### config.mk
export PLATFORM = sky130hd
export DESIGN_NAME = cdb_arbiter_flat
export DESIGN_NICKNAME = d
export VERILOG_FILES = /design/src/rtl/cdb_arbiter_if.sv /design/src/rtl/cdb_arbiter.sv /design/src/flat_wrapper.sv
export SDC_FILE = /design/constraint.sdc
export NUM_CORES = 1
export LEC_CHECK = 0
export CAP_MARGIN = 10
export CORE_UTILIZATION = 39
export CTS_CLUSTER_SIZE = 16
export DETAILED_ROUTE_END_ITERATION = 8
export PLACE_DENSITY = 0.87
export SLEW_MARGIN = 10
export SYNTH_ARGS = -nofsm -noshare
export SYNTH_HDL_FRONTEND = slang
export SYNTH_SLANG_ARGS = --single-unit
### constraint.sdc
create_clock -name clk -period 3.8 [get_ports clk]
set_clock_uncertainty 0.15 [all_clocks]
set_input_delay 0.57 -clock clk [delete_from_list [all_inputs] [get_ports clk]]
set_output_delay 0.57 -clock clk [all_outputs]
set_load 0.005 [all_outputs]
### src/rtl/cdb_arbiter_if.sv
// Common data bus bundle: requester-side request/result lines, consumer stall,
// the combinational grant and the registered broadcast outputs.
//
// Handshake: a requester raises req[i] with req_tag/req_data slice i and keeps all
// three stable until it sees grant[i] high at a rising edge; req[i] && grant[i] at
// that edge is the transfer. grant never asserts while cdb_hold is high. The accepted
// result appears on cdb_valid/cdb_tag/cdb_data for exactly the following cycle.
interface cdb_arbiter_if #(
  parameter int N_REQ     = 4,
  parameter int WORD_SIZE = 32,
  parameter int UNIT_SIZE = 8
);
  logic [N_REQ-1:0]           req;
  logic [N_REQ*UNIT_SIZE-1:0] req_tag;
  logic [N_REQ*WORD_SIZE-1:0] req_data;
  logic                       cdb_hold;
  logic [N_REQ-1:0]           grant;
  logic                       cdb_valid;
  logic [UNIT_SIZE-1:0]       cdb_tag;
  logic [WORD_SIZE-1:0]       cdb_data;
  logic [15:0]                bcast_cnt;

  // Requester/consumer side.
  modport master (
    output req, req_tag, req_data, cdb_hold,
    input  grant, cdb_valid, cdb_tag, cdb_data, bcast_cnt
  );

  // Arbiter side.
  modport slave (
    input  req, req_tag, req_data, cdb_hold,
    output grant, cdb_valid, cdb_tag, cdb_data, bcast_cnt
  );
endinterface

### src/rtl/cdb_arbiter.sv
// Round-robin arbiter and single driver for the common data bus. One request is
// granted per cycle starting from the rotating priority pointer; the winner's tag and
// result are broadcast on registered outputs in the next cycle.
module cdb_arbiter #(
  parameter int N_REQ     = 4,
  parameter int WORD_SIZE = 32,
  parameter int UNIT_SIZE = 8
) (
  input  logic         clk,
  input  logic         rst,
  cdb_arbiter_if.slave bus
);
  localparam int PTR_W = $clog2(N_REQ);

  logic [PTR_W-1:0]     ptr;
  logic [PTR_W-1:0]     idx;
  logic [PTR_W-1:0]     win;
  logic                 found;
  logic                 granted;
  logic [N_REQ-1:0]     grant_c;
  logic [UNIT_SIZE-1:0] sel_tag;
  logic [WORD_SIZE-1:0] sel_data;

  logic                 cdb_valid_q;
  logic [UNIT_SIZE-1:0] cdb_tag_q;
  logic [WORD_SIZE-1:0] cdb_data_q;
  logic [15:0]          bcast_cnt_q;

  // Scan requests from ptr upward with wrap; the first one found wins unless stalled or in reset.
  always_comb begin
    found = 1'b0;
    win   = '0;
    idx   = '0;
    for (int k = 0; k < N_REQ; k++) begin
      idx = ptr + PTR_W'(k);
      if (!found && bus.req[idx]) begin
        found = 1'b1;
        win   = idx;
      end
    end
    granted = found && !rst && !bus.cdb_hold;
  end

  // One-hot grant vector and the winner's tag/data mux.
  always_comb begin
    grant_c  = '0;
    sel_tag  = '0;
    sel_data = '0;
    for (int i = 0; i < N_REQ; i++) begin
      if (granted && (win == PTR_W'(i))) begin
        grant_c[i] = 1'b1;
        sel_tag    = bus.req_tag[i*UNIT_SIZE +: UNIT_SIZE];
        sel_data   = bus.req_data[i*WORD_SIZE +: WORD_SIZE];
      end
    end
  end

  // Broadcast registers, rotating pointer and saturating broadcast counter.
  always_ff @(posedge clk or posedge rst) begin
    if (rst) begin
      ptr         <= '0;
      cdb_valid_q <= 1'b0;
      cdb_tag_q   <= '0;
      cdb_data_q  <= '0;
      bcast_cnt_q <= '0;
    end else if (granted) begin
      ptr         <= win + PTR_W'(1);
      cdb_valid_q <= 1'b1;
      cdb_tag_q   <= sel_tag;
      cdb_data_q  <= sel_data;
      if (bcast_cnt_q != 16'hFFFF) bcast_cnt_q <= bcast_cnt_q + 16'd1;
    end else begin
      // Idle or stalled: tag/data keep their last broadcast values.
      cdb_valid_q <= 1'b0;
    end
  end

  assign bus.grant     = grant_c;
  assign bus.cdb_valid = cdb_valid_q;
  assign bus.cdb_tag   = cdb_tag_q;
  assign bus.cdb_data  = cdb_data_q;
  assign bus.bcast_cnt = bcast_cnt_q;
endmodule

### src/flat_wrapper.sv
// flat-port wrapper written by rule: the top's interface ports become plain ports
module cdb_arbiter_flat 
#(
  parameter int N_REQ     = 4,
  parameter int WORD_SIZE = 32,
  parameter int UNIT_SIZE = 8
)
  (clk, rst, bus_req, bus_req_tag, bus_req_data, bus_cdb_hold, bus_grant, bus_cdb_valid, bus_cdb_tag, bus_cdb_data, bus_bcast_cnt);
  cdb_arbiter_if #(.N_REQ(N_REQ), .WORD_SIZE(WORD_SIZE), .UNIT_SIZE(UNIT_SIZE)) bus_i ();
  input  logic clk;
  input  logic rst;
  input wire logic [$bits(bus_i.req)-1:0] bus_req;
  input wire logic [$bits(bus_i.req_tag)-1:0] bus_req_tag;
  input wire logic [$bits(bus_i.req_data)-1:0] bus_req_data;
  input wire logic [$bits(bus_i.cdb_hold)-1:0] bus_cdb_hold;
  output wire logic [$bits(bus_i.grant)-1:0] bus_grant;
  output wire logic [$bits(bus_i.cdb_valid)-1:0] bus_cdb_valid;
  output wire logic [$bits(bus_i.cdb_tag)-1:0] bus_cdb_tag;
  output wire logic [$bits(bus_i.cdb_data)-1:0] bus_cdb_data;
  output wire logic [$bits(bus_i.bcast_cnt)-1:0] bus_bcast_cnt;
  assign bus_i.req = bus_req;
  assign bus_i.req_tag = bus_req_tag;
  assign bus_i.req_data = bus_req_data;
  assign bus_i.cdb_hold = bus_cdb_hold;
  assign bus_grant = bus_i.grant;
  assign bus_cdb_valid = bus_i.cdb_valid;
  assign bus_cdb_tag = bus_i.cdb_tag;
  assign bus_cdb_data = bus_i.cdb_data;
  assign bus_bcast_cnt = bus_i.bcast_cnt;
  cdb_arbiter #(.N_REQ(N_REQ), .WORD_SIZE(WORD_SIZE), .UNIT_SIZE(UNIT_SIZE)) u_core (.clk(clk), .rst(rst), .bus(bus_i));
endmodule
# After elaboration in Yosys (flattened, before gate mapping)
# Index checks and enable logic that the tools add are counted.
[word_totals]
in_bits = 167
regBits = 59
[op_classes]
n_mux = 29
order_cmp = 4
n_reduce_logical = 16
addsub = 5
n_eq_ne = 4
[ops]
columns = ["op", "count"]
rows = [
  ["32-bit 2-to-1 mux", 4],
  ["8-bit 2-to-1 mux", 4],
  ["16-bit by 1-bit adder with 16-bit output, second input constant", 1],
  ["16-bit inequality test, second input constant", 1],
  ["1-bit 2-to-1 mux", 13],
  ["2-bit by 3-bit less-than comparator with 1-bit output, second input constant", 4],
  ["1-bit logical AND", 9],
  ["1-bit binary-select mux with 2-bit select", 4],
  ["2-bit 2-to-1 mux", 4],
  ["1-bit zero test", 5],
  ["2-bit by 1-bit adder with 2-bit output, second input constant", 2],
  ["2-bit adder, second input constant", 2],
  ["2-bit == test, second input constant", 2],
  ["2-bit by 1-bit == test with 1-bit output, second input constant", 1],
  ["2-bit zero test", 1],
  ["2-bit AND reduction", 1],
]

# Depth between registers and ports, before layout
[logic_depth]
word_depth = 19
ltp_mapped = 11

# Worst setup path before layout
# Ideal clock, no wire load.
[synth_timing]
kind = "input -> output"
startpoint = "in bus_req[2]"
endpoint = "out bus_grant[1]"
path_buffers = 3
required_time_ns = 3.080
t_arrival_ns = 2.188
cell_stages = 8
slack_ns = 0.892
cell_sequence = "nand2b_1 -> a21oi_1 -> a211oi_1 -> ha_1 -> clkbuf_1 -> clkbuf_1 -> clkbuf_1 -> and2_1"
[synth_between]
elab_chain_cells = 16
elab_cells_between_ends = 27
cone_classes = "eq/ne (1); mux (17); reduce/logical (9)"
[synth_lines]
columns = ["element", "line", "rtl"]
rows = [
  ["start, declared", "flat_wrapper.sv:12", "input wire logic [$bits(bus_i.req)-1:0] bus_req;"],
  ["1-bit binary-select mux with 2-bit select", "cdb_arbiter.sv:36", "if (!found && bus.req[idx]) begin"],
  ["1-bit 2-to-1 mux (not written as such)", "cdb_arbiter.sv:36", ""],
  ["1-bit 2-to-1 mux", "cdb_arbiter.sv:36", ""],
  ["1-bit zero test", "cdb_arbiter.sv:36", ""],
  ["1-bit logical AND", "cdb_arbiter.sv:36", ""],
  ["1-bit 2-to-1 mux", "cdb_arbiter.sv:36", ""],
  ["1-bit zero test", "cdb_arbiter.sv:36", ""],
  ["1-bit logical AND", "cdb_arbiter.sv:36", ""],
  ["1-bit 2-to-1 mux", "cdb_arbiter.sv:36", ""],
  ["1-bit zero test", "cdb_arbiter.sv:36", ""],
  ["1-bit logical AND", "cdb_arbiter.sv:36", ""],
  ["1-bit 2-to-1 mux", "cdb_arbiter.sv:36", ""],
  ["1-bit logical AND (2 in a row)", "cdb_arbiter.sv:41", "granted = found && !rst && !bus.cdb_hold;"],
  ["1-bit logical AND *", "cdb_arbiter.sv:50", "if (granted && (win == PTR_W'(i))) begin"],
  ["1-bit 2-to-1 mux *", "cdb_arbiter.sv:50", ""],
  ["end, declared", "flat_wrapper.sv:16", "output wire logic [$bits(bus_i.grant)-1:0] bus_grant;"],
]
# Mark *: on every way between the ends. The rest lies on a longest branch, timed or not. The select of a mux whose other input is x is not followed.

# Final worst setup path
[layout_timing]
startpoint = "in bus_req[3]"
endpoint = "out bus_grant[0]"
# Same word-level chain as after synthesis.

==> results.txt <==
CP max stage cell = clkdlybuf4s50_1
post-route cell area = 0.005953 mm2
Hold Slack = 0.3716 ns
DP Area = 0.005759 mm2
crit path max fanout = 6
Placed Cells = 681
worst path cell trace = clkdlybuf4s50_1, mux2i_1, a211oi_1, inv_1, ha_1, and2_1, clkdlybuf4s50_1
Initial Utilization = 0.4089
IO Pins = 228
Avg Inst Size Synth = 9.169 um2
clk sinks = 59
# fillers = 635
most common cell after layout, fill and taps aside = clkdlybuf4s50_1
register area share after synthesis = 0.4329
post-route ant nets = 0
yosys warns = 0
WP buf/inv = 3
fin crit period = 3.546 ns
WS Path Type = in -> out
Worst Hold Class = reg -> reg
core area = 0.008341 mm2
fin. max-slew vios = 0
CP top delay family = buffers and inverters
post-CTS setup repair buffer count = 0
hold_buf cts = 0
Clock transition at path regs = 0.07 ns
vias in the first global route = 3771
top-area cell type share of the netlist area = 0.4329
PortBufs = 227
DR DRC count = 0
most frequent cells in the layout = 227 x clkdlybuf4s50_1, 59 x dfrtp_1, 45 x nor2_1
largest net degree at the start of global routing = 60
Layout Cells excl Fill = 696
Post-DP HPWL = 9.226 mm
final net count = 759
Critical Path End Type = output port
cell taking the most area after synthesis = dfrtp_1
main area contributors after synthesis = dfrtp_1 43%, a221oi_1 10%, a22oi_1 5.3%, nor2_1 5.0%, o22ai_1 4.8%
Yosys reg bits = 59
Data required, critical path = 3.08 ns
DR iter-0 viols = 155
Least-Margin Pin Slew = 1.057 ns
number of diodes = 0
slew margin rel. = 0.2923
CTS H-tree depth = 3
mapped cell area = 0.003411 mm2
Finish-stage setup viols = 0
clock latency on the worst-skew pair = 0.34 ns
Initial DRT Pass Iterations = 4
CTS tree = yes
fin crit share = 0.9332
wire per inst = 17.96 um
GRT Total Usage = 0.2646
Setup TNS = 0 ns
Post-CTS Resized = 0
highest clock rate = 282.0 MHz
P_leak = 2.410 nW
max-cap violations = 0
status = completed
layout cells sized above 1 = 0.06430
Post-Synthesis Cells = 372
CP most frequent cell = clkdlybuf4s50_1
Worst setup SP type = input port
Clock Path Buffers = 2
Peak supply drop = 0.0003379 V
area delta synth->final = 74.54%
die extent in y = 95.52 um
first-pass GRT wire length = 18.31 mm
CP arrival = 2.83 ns
die area = 0.009123 mm2
RSZ-0062 raised after global routing = false
total number of vias = 3932
vias per cell = 5.649
total wire length = 12.50 mm
final hold vios = 0
Placer Congestion = 0.8407
Congestion Overflow GR = 0
Synth cell types = 36
syn_nets = 544
initial antenna violation count = 0
Root Driver = clkbuf_8
Horiz. Die Dim = 95.52 um
pwr dens = 484.8 mW/mm2
total CTS buffers = 9
Worst path max stage delay = 0.58 ns
num rows = 33
-- worst register-to-register path: stages, from the launching register on --
cell and delay [ns]:
dfrtp_1 0.37, inv_1 0.08, o31ai_1 0.31, o22ai_1 0.16, ha_2 0.23, buf_4 0.17
nor2b_4 0.76, a221oi_1 0.21, a211o_1 0.33, a21oi_1 0.14
-- synth_stat cells --
| master | count |
|---|---|
| dfrtp_1 | 59 |
| nor2_1 | 45 |
| a221oi_1 | 40 |
| a21oi_1 | 32 |
| o22ai_1 | 26 |
| clkbuf_1 | 25 |
| a22oi_1 | 24 |
| inv_1 | 20 |
| a211o_1 | 16 |
| xor2_1 | 12 |
| nand2_1 | 10 |
| buf_2 | 6 |
| nor4_1 | 6 |
| ha_1 | 5 |
| nand4_1 | 5 |
| nor3_1 | 5 |
| and2_1 | 4 |
| nand3_1 | 4 |
| buf_6 | 3 |
| nor4_2 | 3 |
| mux2_2 | 2 |
| nand2b_1 | 2 |
| nor2b_1 | 2 |
| o21ai_0 | 2 |
| or3_1 | 2 |
| xnor2_1 | 2 |
| a211oi_1 | 1 |
| and3_1 | 1 |
| and4_1 | 1 |
| buf_1 | 1 |
| inv_2 | 1 |
| mux2i_1 | 1 |
| nor3b_1 | 1 |
| o22a_1 | 1 |
| o31ai_1 | 1 |
| or2_2 | 1 |
-- where the power goes --
part,switching (mW),leakage [nW],total (mW),internal (mW)
Sequential,0.140,0.690,0.950,0.809
Clock,0.251,0.0995,0.586,0.335
Combinational,0.580,1.62,1.35,0.770
-- stage by stage --
| step | power [mW] | worst slack [ns] | utilization |
|---|---|---|---|
| after floorplan | 1.588 | 0.8922 | - |
| after global placement | 2.277 | 0.3316 | 0.6905 |
| after detailed placement | 2.316 | 0.1937 | 0.6905 |
| after CTS | 2.906 | 0.1828 | 0.7138 |
| after global routing | 3.064 | 0.04160 | 0.7138 |
| final | 2.886 | 0.2537 | 0.7138 |
-- area by class of cell --
cell class                      count  area (um2)  area share
Clock buffer                       13       158.9     0.02669
Tap cell                          105       131.4     0.02207
Inverter                           21       78.83     0.01324
Clock inverter                      2       35.03    0.005885
Sequential cell                    59        1476      0.2480
Multi-Input combinational cell    257        1710      0.2873
Timing Repair Buffer              239        2362      0.3968
-- path summary, 6_finish.rpt --
| check | depth (start not counted) | end | slack, ns | startpoint |
|---|---|---|---|---|
| max | 7 | bus_grant[0] | 0.25 | bus_req[3] |
| min | 1 | u_core.bus.bcast_cnt[6]$_DFFE_PP0P_ | 0.37 | u_core.bus.bcast_cnt[6]$_DFFE_PP0P_ |
| max reg2reg | 9 | u_core.bus.cdb_data[22]$_DFFE_PP0P_ | 0.81 | u_core.ptr[0]$_DFFE_PP0P_ |
| min reg2reg | 1 | u_core.bus.bcast_cnt[6]$_DFFE_PP0P_ | 0.37 | u_core.bus.bcast_cnt[6]$_DFFE_PP0P_ |
| max in group asynchronous | 3 | u_core.bus.bcast_cnt[12]$_DFFE_PP0P_ | 2.12 | rst |
| min in group asynchronous | 2 | u_core.bus.cdb_data[5]$_DFFE_PP0P_ | 0.51 | rst |
-- state kept, by name (all words and copies together), names as in the netlist --
register	cells
u_core.ptr	2
u_core.bus.cdb_data	32
u_core.bus.cdb_tag	8
u_core.bus.cdb_valid	1
u_core.bus.bcast_cnt	16
-- routing by layer --
layer / part of all wire / vias up / global-route usage / routed length (um)
li1: - / 1842 / - / -
met1: 0.38 / 1869 / 0.3095 / 4721
met2: 0.51 / 196 / 0.4696 / 6428
met3: 0.088 / 25 / 0.06220 / 1095
met4: 0.020 / 0 / 0.09577 / 252
met5: 0 / - / 0 / 0
-- cell families (layout without fill, tap and decap cells) --
| family | Yosys count | count (layout) | synth area share |
|---|---|---|---|
| buf+inv | 56 | 275 | 0.07043 |
| mux | 3 | 3 | 0.009537 |
| xor+xnor | 14 | 14 | 0.03595 |
| simple gates | 92 | 92 | 0.1317 |
| flops | 59 | 59 | 0.4329 |
| fa+ha+maj | 5 | 5 | 0.01834 |
| compound gates | 143 | 143 | 0.3012 |
No activity file was read; power rests on OpenSTA's default activity.
==> edit 1: new RTL, same settings <==
`N_REQ` is set to 4 in 3 places; all go to 8.
--- a/src/rtl/cdb_arbiter_if.sv
+++ b/src/rtl/cdb_arbiter_if.sv
@@ -8,3 +8,3 @@
 interface cdb_arbiter_if #(
-  parameter int N_REQ     = 4,
+  parameter int N_REQ     = 8,
   parameter int WORD_SIZE = 32,
--- a/src/rtl/cdb_arbiter.sv
+++ b/src/rtl/cdb_arbiter.sv
@@ -4,3 +4,3 @@
 module cdb_arbiter #(
-  parameter int N_REQ     = 4,
+  parameter int N_REQ     = 8,
   parameter int WORD_SIZE = 32,
--- a/src/flat_wrapper.sv
+++ b/src/flat_wrapper.sv
@@ -3,3 +3,3 @@
 #(
-  parameter int N_REQ     = 4,
+  parameter int N_REQ     = 8,
   parameter int WORD_SIZE = 32,
Ports: changed (resized bus_grant, bus_req, bus_req_data and bus_req_tag); port bits go from 228 to 396. No check against the original RTL was run, so the function may have changed too.
==> edit 1 against the unedited design <==
  * The run now ends with setup timing left
  * Worst setup slack got worse by 0.80 ns
  * Area after synthesis increased by 100%
  * Global-route usage is 16 points higher
  * Sequential cell count rose by 1
  * Non-clock buffer count rose by 380
  * Total power rose to 5.8 times the old value
  * First-iteration DRC count rose to 7.7 times the old value
  * Wire length rose to 3.4 times the old value
  * Cell area is 140% higher
  * Combinational power rose to 11 times the old value
  * Final cell count rose by 140%
  * Critical path type is now flip-flop to flip-flop
  * Largest power group unchanged
==> edit 1: results (changes against the unedited design) <==
metric,value,unit,change
drive_gt1_frac,0.309,,was 0.0643
syn-num-nets,1204,,was 544
port_buffers,395,,was 227
grt_start_max_net_pins,33,,was 60
pre_cts_ws,-0.911,ns,was 0.194 ns
synth_area_leaders,"dfrtp_1 (22%), a221o_1 (5.2%), o21ai_0 (4.8%)",,"was dfrtp_1 (43%), a221oi_1 (10%), a22oi_1 (5.3%)"
routabilityCongestion,0.979,,was 0.841
grt_util_met3,0.110,,was 0.0622
fin_nets,1745,,was 759
max_stage_delay,0.41,ns,was 0.58 ns
clk_latency,0.35,ns,
grt_pass1_vias,10400,,"was 3,771"
setup-tns-final,-22.25,ns,was 0 ns
use_met2,0.689,,was 0.470
drt_iter0_markers,1199,,was 155
p_leak,5.42,nW,was 2.41 nW
hold_class,flip-flop to flip-flop,,unchanged
nFillCells,989,,was 635
ir_drop,0.000894,V,was 0.000338 V
synthTopCellsByCount,"nor2_1 (72), o21ai_0 (67), dfrtp_1 (60)",,"was dfrtp_1 (59), nor2_1 (45), a221oi_1 (40)"
arrival,4.42,ns,was 2.83 ns
dpl.hpwl,27600,um,was 9230 um
failed_checks,setup timing,,
routed_wl,42500,um,"was 12,500 um"
setup_ws,-0.548,ns,was 0.254 ns
first_pass_iters,6,,was 4
critPathTopFamily,compound AO/OA/AOI/OAI gates,,was buffers and inverters
vias,10800,,"was 3,932"
grt_first_pass_wirelength,58200,um,"was 18,300 um"
setup_viol,54,,was 0
crit_slowest_cell,dfrtp_1,,was clkdlybuf4s50_1
synth_cell_types,77,,was 36
clock-root-buffer,clkbuf_16,,was clkbuf_8
status,"finished, violations left",,was finished clean
tightest_slew,0.538,ns,was 1.06 ns
antenna_found_initial,2,,was 0
crit_fanout,7,,was 6
## edit 1: layer usage
| metal | wire [um] | part of all wire |
|---|---|---|
| met1 | 14600 | 0.34 |
| met2 | 20000 | 0.47 |
| met3 | 4850 | 0.11 |
| met4 | 3010 | 0.071 |
| met5 | 0 | 0 |
## edit 1: cell type report
cell class / count / area share
antenna: 2 / 0.000356
timing repair buffer: 619 / 0.435
clock inverter: 7 / 0.00534
tap: 225 / 0.0200
multi-input combinational: 673 / 0.403
sequential: 60 / 0.107
inverter: 44 / 0.0137
clock buffer: 9 / 0.0160
## edit 1: kinds of logic (layout without fill, tap and decap cells)
kind of cell | Yosys count | after routing | synth area share
muxes | 26 | 26 | 0.0562
buffers and inverters | 133 | 679 | 0.0889
xor gates and xnor gates | 16 | 16 | 0.0202
AOI/OAI and AO/OA | 399 | 399 | 0.435
adders and majority gates | 7 | 7 | 0.0126
other | 0 | 2 | 0
DFF | 60 | 60 | 0.217
and+or+nand+nor | 225 | 225 | 0.170
## edit 1: stage by stage
| step | hold slack, ns | total power [mW] | cell area (um^2) | instances |
|---|---|---|---|---|
| 6_report | 0.363 | 16.7 | 14000 | 1639 |
| 5_1_grt | 0.386 | 17.3 | 14000 | 1639 |
| 4_1_cts | 0.349 | 14.8 | 13400 | 1621 |
| 3_5_place_dp | 0.336 | 11.5 | 12200 | 1560 |
| 3_3_place_gp | 0.333 | 11.3 | 12200 | 1560 |
| 2_1_floorplan | 0.332 | 7.38 | 7190 | 866 |
## edit 1: worst paths after layout
path	from	end	slack, ns	cells past startpoint
max	u_core.ptr[1]	u_core.bus.cdb_tag[1]	-0.55	21
min	u_core.bus.cdb_data[9]	u_core.bus.cdb_data[9]	0.36	2
max reg2reg	u_core.ptr[1]	u_core.bus.cdb_tag[1]	-0.55	21
min reg2reg	u_core.bus.cdb_data[9]	u_core.bus.cdb_data[9]	0.36	2
max in group asynchronous	rst	u_core.bus.cdb_data[7]	2.19	3
min in group asynchronous	rst	u_core.bus.cdb_data[12]	0.52	2
## edit 1: what timing repair did
action | CTS | global route
hold buffers | 0 | 0
setup endpoints to repair | 56 | 57
setup buffers | 40 | 17
gates resized for setup | 165 | 110
gates cloned | 6 | 3
pin swaps | 56 | 32
## edit 1: report_power, final
part	internal (mW)	switching [mW]
registers	0.910	0.227
clock network	0.513	0.378
logic	7.00	7.71
total	8.43	8.31
## edit 1: worst reg2reg max path: cells and delay by family (launching register included)
family | cells | cell delay, ns
compound gates | 6 | 1.10
simple gates | 4 | 0.82
buf+inv | 7 | 0.81
fa+ha+maj | 2 | 0.58
flops | 1 | 0.41
mux | 2 | 0.37
==> edit 2: new RTL, same settings <==
Without the edit above. Reset style: synchronous (`rst`), changed in one clocked block.
--- a/src/rtl/cdb_arbiter.sv
+++ b/src/rtl/cdb_arbiter.sv
@@ -58,3 +58,3 @@
   // Broadcast registers, rotating pointer and saturating broadcast counter.
-  always_ff @(posedge clk or posedge rst) begin
+  always_ff @(posedge clk) begin
     if (rst) begin
Formal check against the unedited RTL: differs if rst is asserted again (counterexample within 4 cycles, from zero or initial values and one cycle with rst high); with rst held inactive, the same outputs for 10 cycles.
==> edit 2 against the unedited design <==
  * Utilization shrank 1.4 points
  * Die area grew 4.1%
  * Worst setup slack gained 0.093 ns
  * Critical endpoint is now bus_grant[2]
  * Sequential cell count is the same
  * Cell area grew 2.9%
  * Wire length grew 1.0%
  * Via count grew 4.8%
  * Area after synthesis grew 4.2%
  * First-iteration DRC count shrank 14%
Power is not compared: it rests on default switching activity, and its combinational part moved more than twofold at a synthesized area within 25%.
==> edit 2: results (changes against the unedited design) <==
metric,value,unit,change
viasPerCell,5.61,,was 5.65
nFillCells,709,,was 635
synthTopCellsByCount,"dfxtp_1 (59), nand2_1 (48), o21ai_0 (44)",,"was dfrtp_1 (59), nor2_1 (45), a221oi_1 (40)"
syn-num-nets,581,,was 544
p_leak,2.02,nW,
drt_iter0_markers,133,,was 155
cts-buffers-inserted,9,,unchanged
ys_seq_area_frac,0.332,,was 0.433
routed_wl,12600,um,"was 12,500 um"
ys_async_sr_fraction,0,,was 1.00
arrival,2.73,ns,was 2.83 ns
grt_pass1_vias,4233,,"was 3,771"
clk_pin_slew,0.07,ns,about the same
routabilityCongestion,0.867,,was 0.841
hold_class,flip-flop to flip-flop,,unchanged
port_buffers,227,,unchanged
grt_start_max_net_pins,45,,was 60
antennaDiodeCount,0,,unchanged
max_stage_delay,0.59,ns,
status,finished clean,,unchanged
pre_cts_ws,0.352,ns,was 0.194 ns
yosysWarnings,0,,unchanged
drive_gt1_frac,0.116,,was 0.0643
pwr-share-clk,0.342,,
drc_errors,0,,unchanged
crit_fanout,7,,was 6
slew-limit-headroom,0.204,,was 0.292
critPathTopFamily,buffers and inverters,,unchanged
fin_nets,792,,was 759
synth_cell_types,37,,was 36
first_pass_iters,4,,unchanged
grt_first_pass_wirelength,19600,um,"was 18,300 um"
switchingPower,0.512,mW,
grt_use_total,0.258,,was 0.265
antenna_found_initial,0,,unchanged
h-tree-depth,3,,unchanged
dpl.hpwl,9370,um,was 9230 um
clock-root-buffer,clkbuf_8,,unchanged
synth_area_leaders,"dfxtp_1 (33%), a221oi_2 (17%), o2bb2ai_1 (9.9%)",,"was dfrtp_1 (43%), a221oi_1 (10%), a22oi_1 (5.3%)"
edit 2: cell count changes after synthesis, moves of 18 or more:
cell,change
a21oi_1,-27
nor2_1,-18
o21ai_0,+42
a22oi_1,-24
o22ai_1,-26
a221oi_1,-40
dfxtp_1,+59
dfrtp_1,-59
o21ai_1,+41
o2bb2ai_1,+40
nand2_1,+38
a221oi_2,+40
edit 2: kinds of logic (layout without fill, tap and decap cells):
logic type      count (synthesis)  in the layout  synth area share
mux                             1              1           0.00282
flops                          59             59             0.332
buf+inv                        41            257            0.0588
simple gates                  118            118             0.156
fa+ha+maj                       3              3            0.0106
compound gates                176            176             0.408
xor+xnor                       13             13            0.0320
edit 2: cell type report:
type	instances	area, um^2	share of cell area
Multi-Input combinational cell	311	2200	0.359
Sequential cell	59	1180	0.193
Timing Repair Buffer	236	2360	0.386
Clock buffer	12	155	0.0253
Clock inverter	4	72.6	0.0118
Tap cell	108	135	0.0220
Inverter	5	18.8	0.00306
edit 2: stage by stage:
stage                     hold slack [ns]  cells  instance area [um^2]
after global placement              0.286    719                  5900
final                               0.298    735                  6130
after detailed placement            0.291    719                  5900
after global routing                0.316    735                  6130
after CTS                           0.299    735                  6130
after floorplan                     0.296    411                  3550
edit 2: worst paths after layout:
| check | from | to | slack, ns | cells after the start |
|---|---|---|---|---|
| min | u_core.bus.cdb_data[23] | u_core.bus.cdb_data[23] | 0.30 | 2 |
| min reg2reg | u_core.bus.cdb_data[23] | u_core.bus.cdb_data[23] | 0.30 | 2 |
| max reg2reg | u_core.ptr[0] | u_core.bus.cdb_data[9] | 1.26 | 11 |
| max | bus_req[0] | bus_grant[2] | 0.35 | 9 |
edit 2: per-layer routing:
layer  routed length, um  GRT usage
met3                1080     0.0755
met5                   0          0
met4                 344      0.102
met1                4820      0.273
met2                6380      0.475
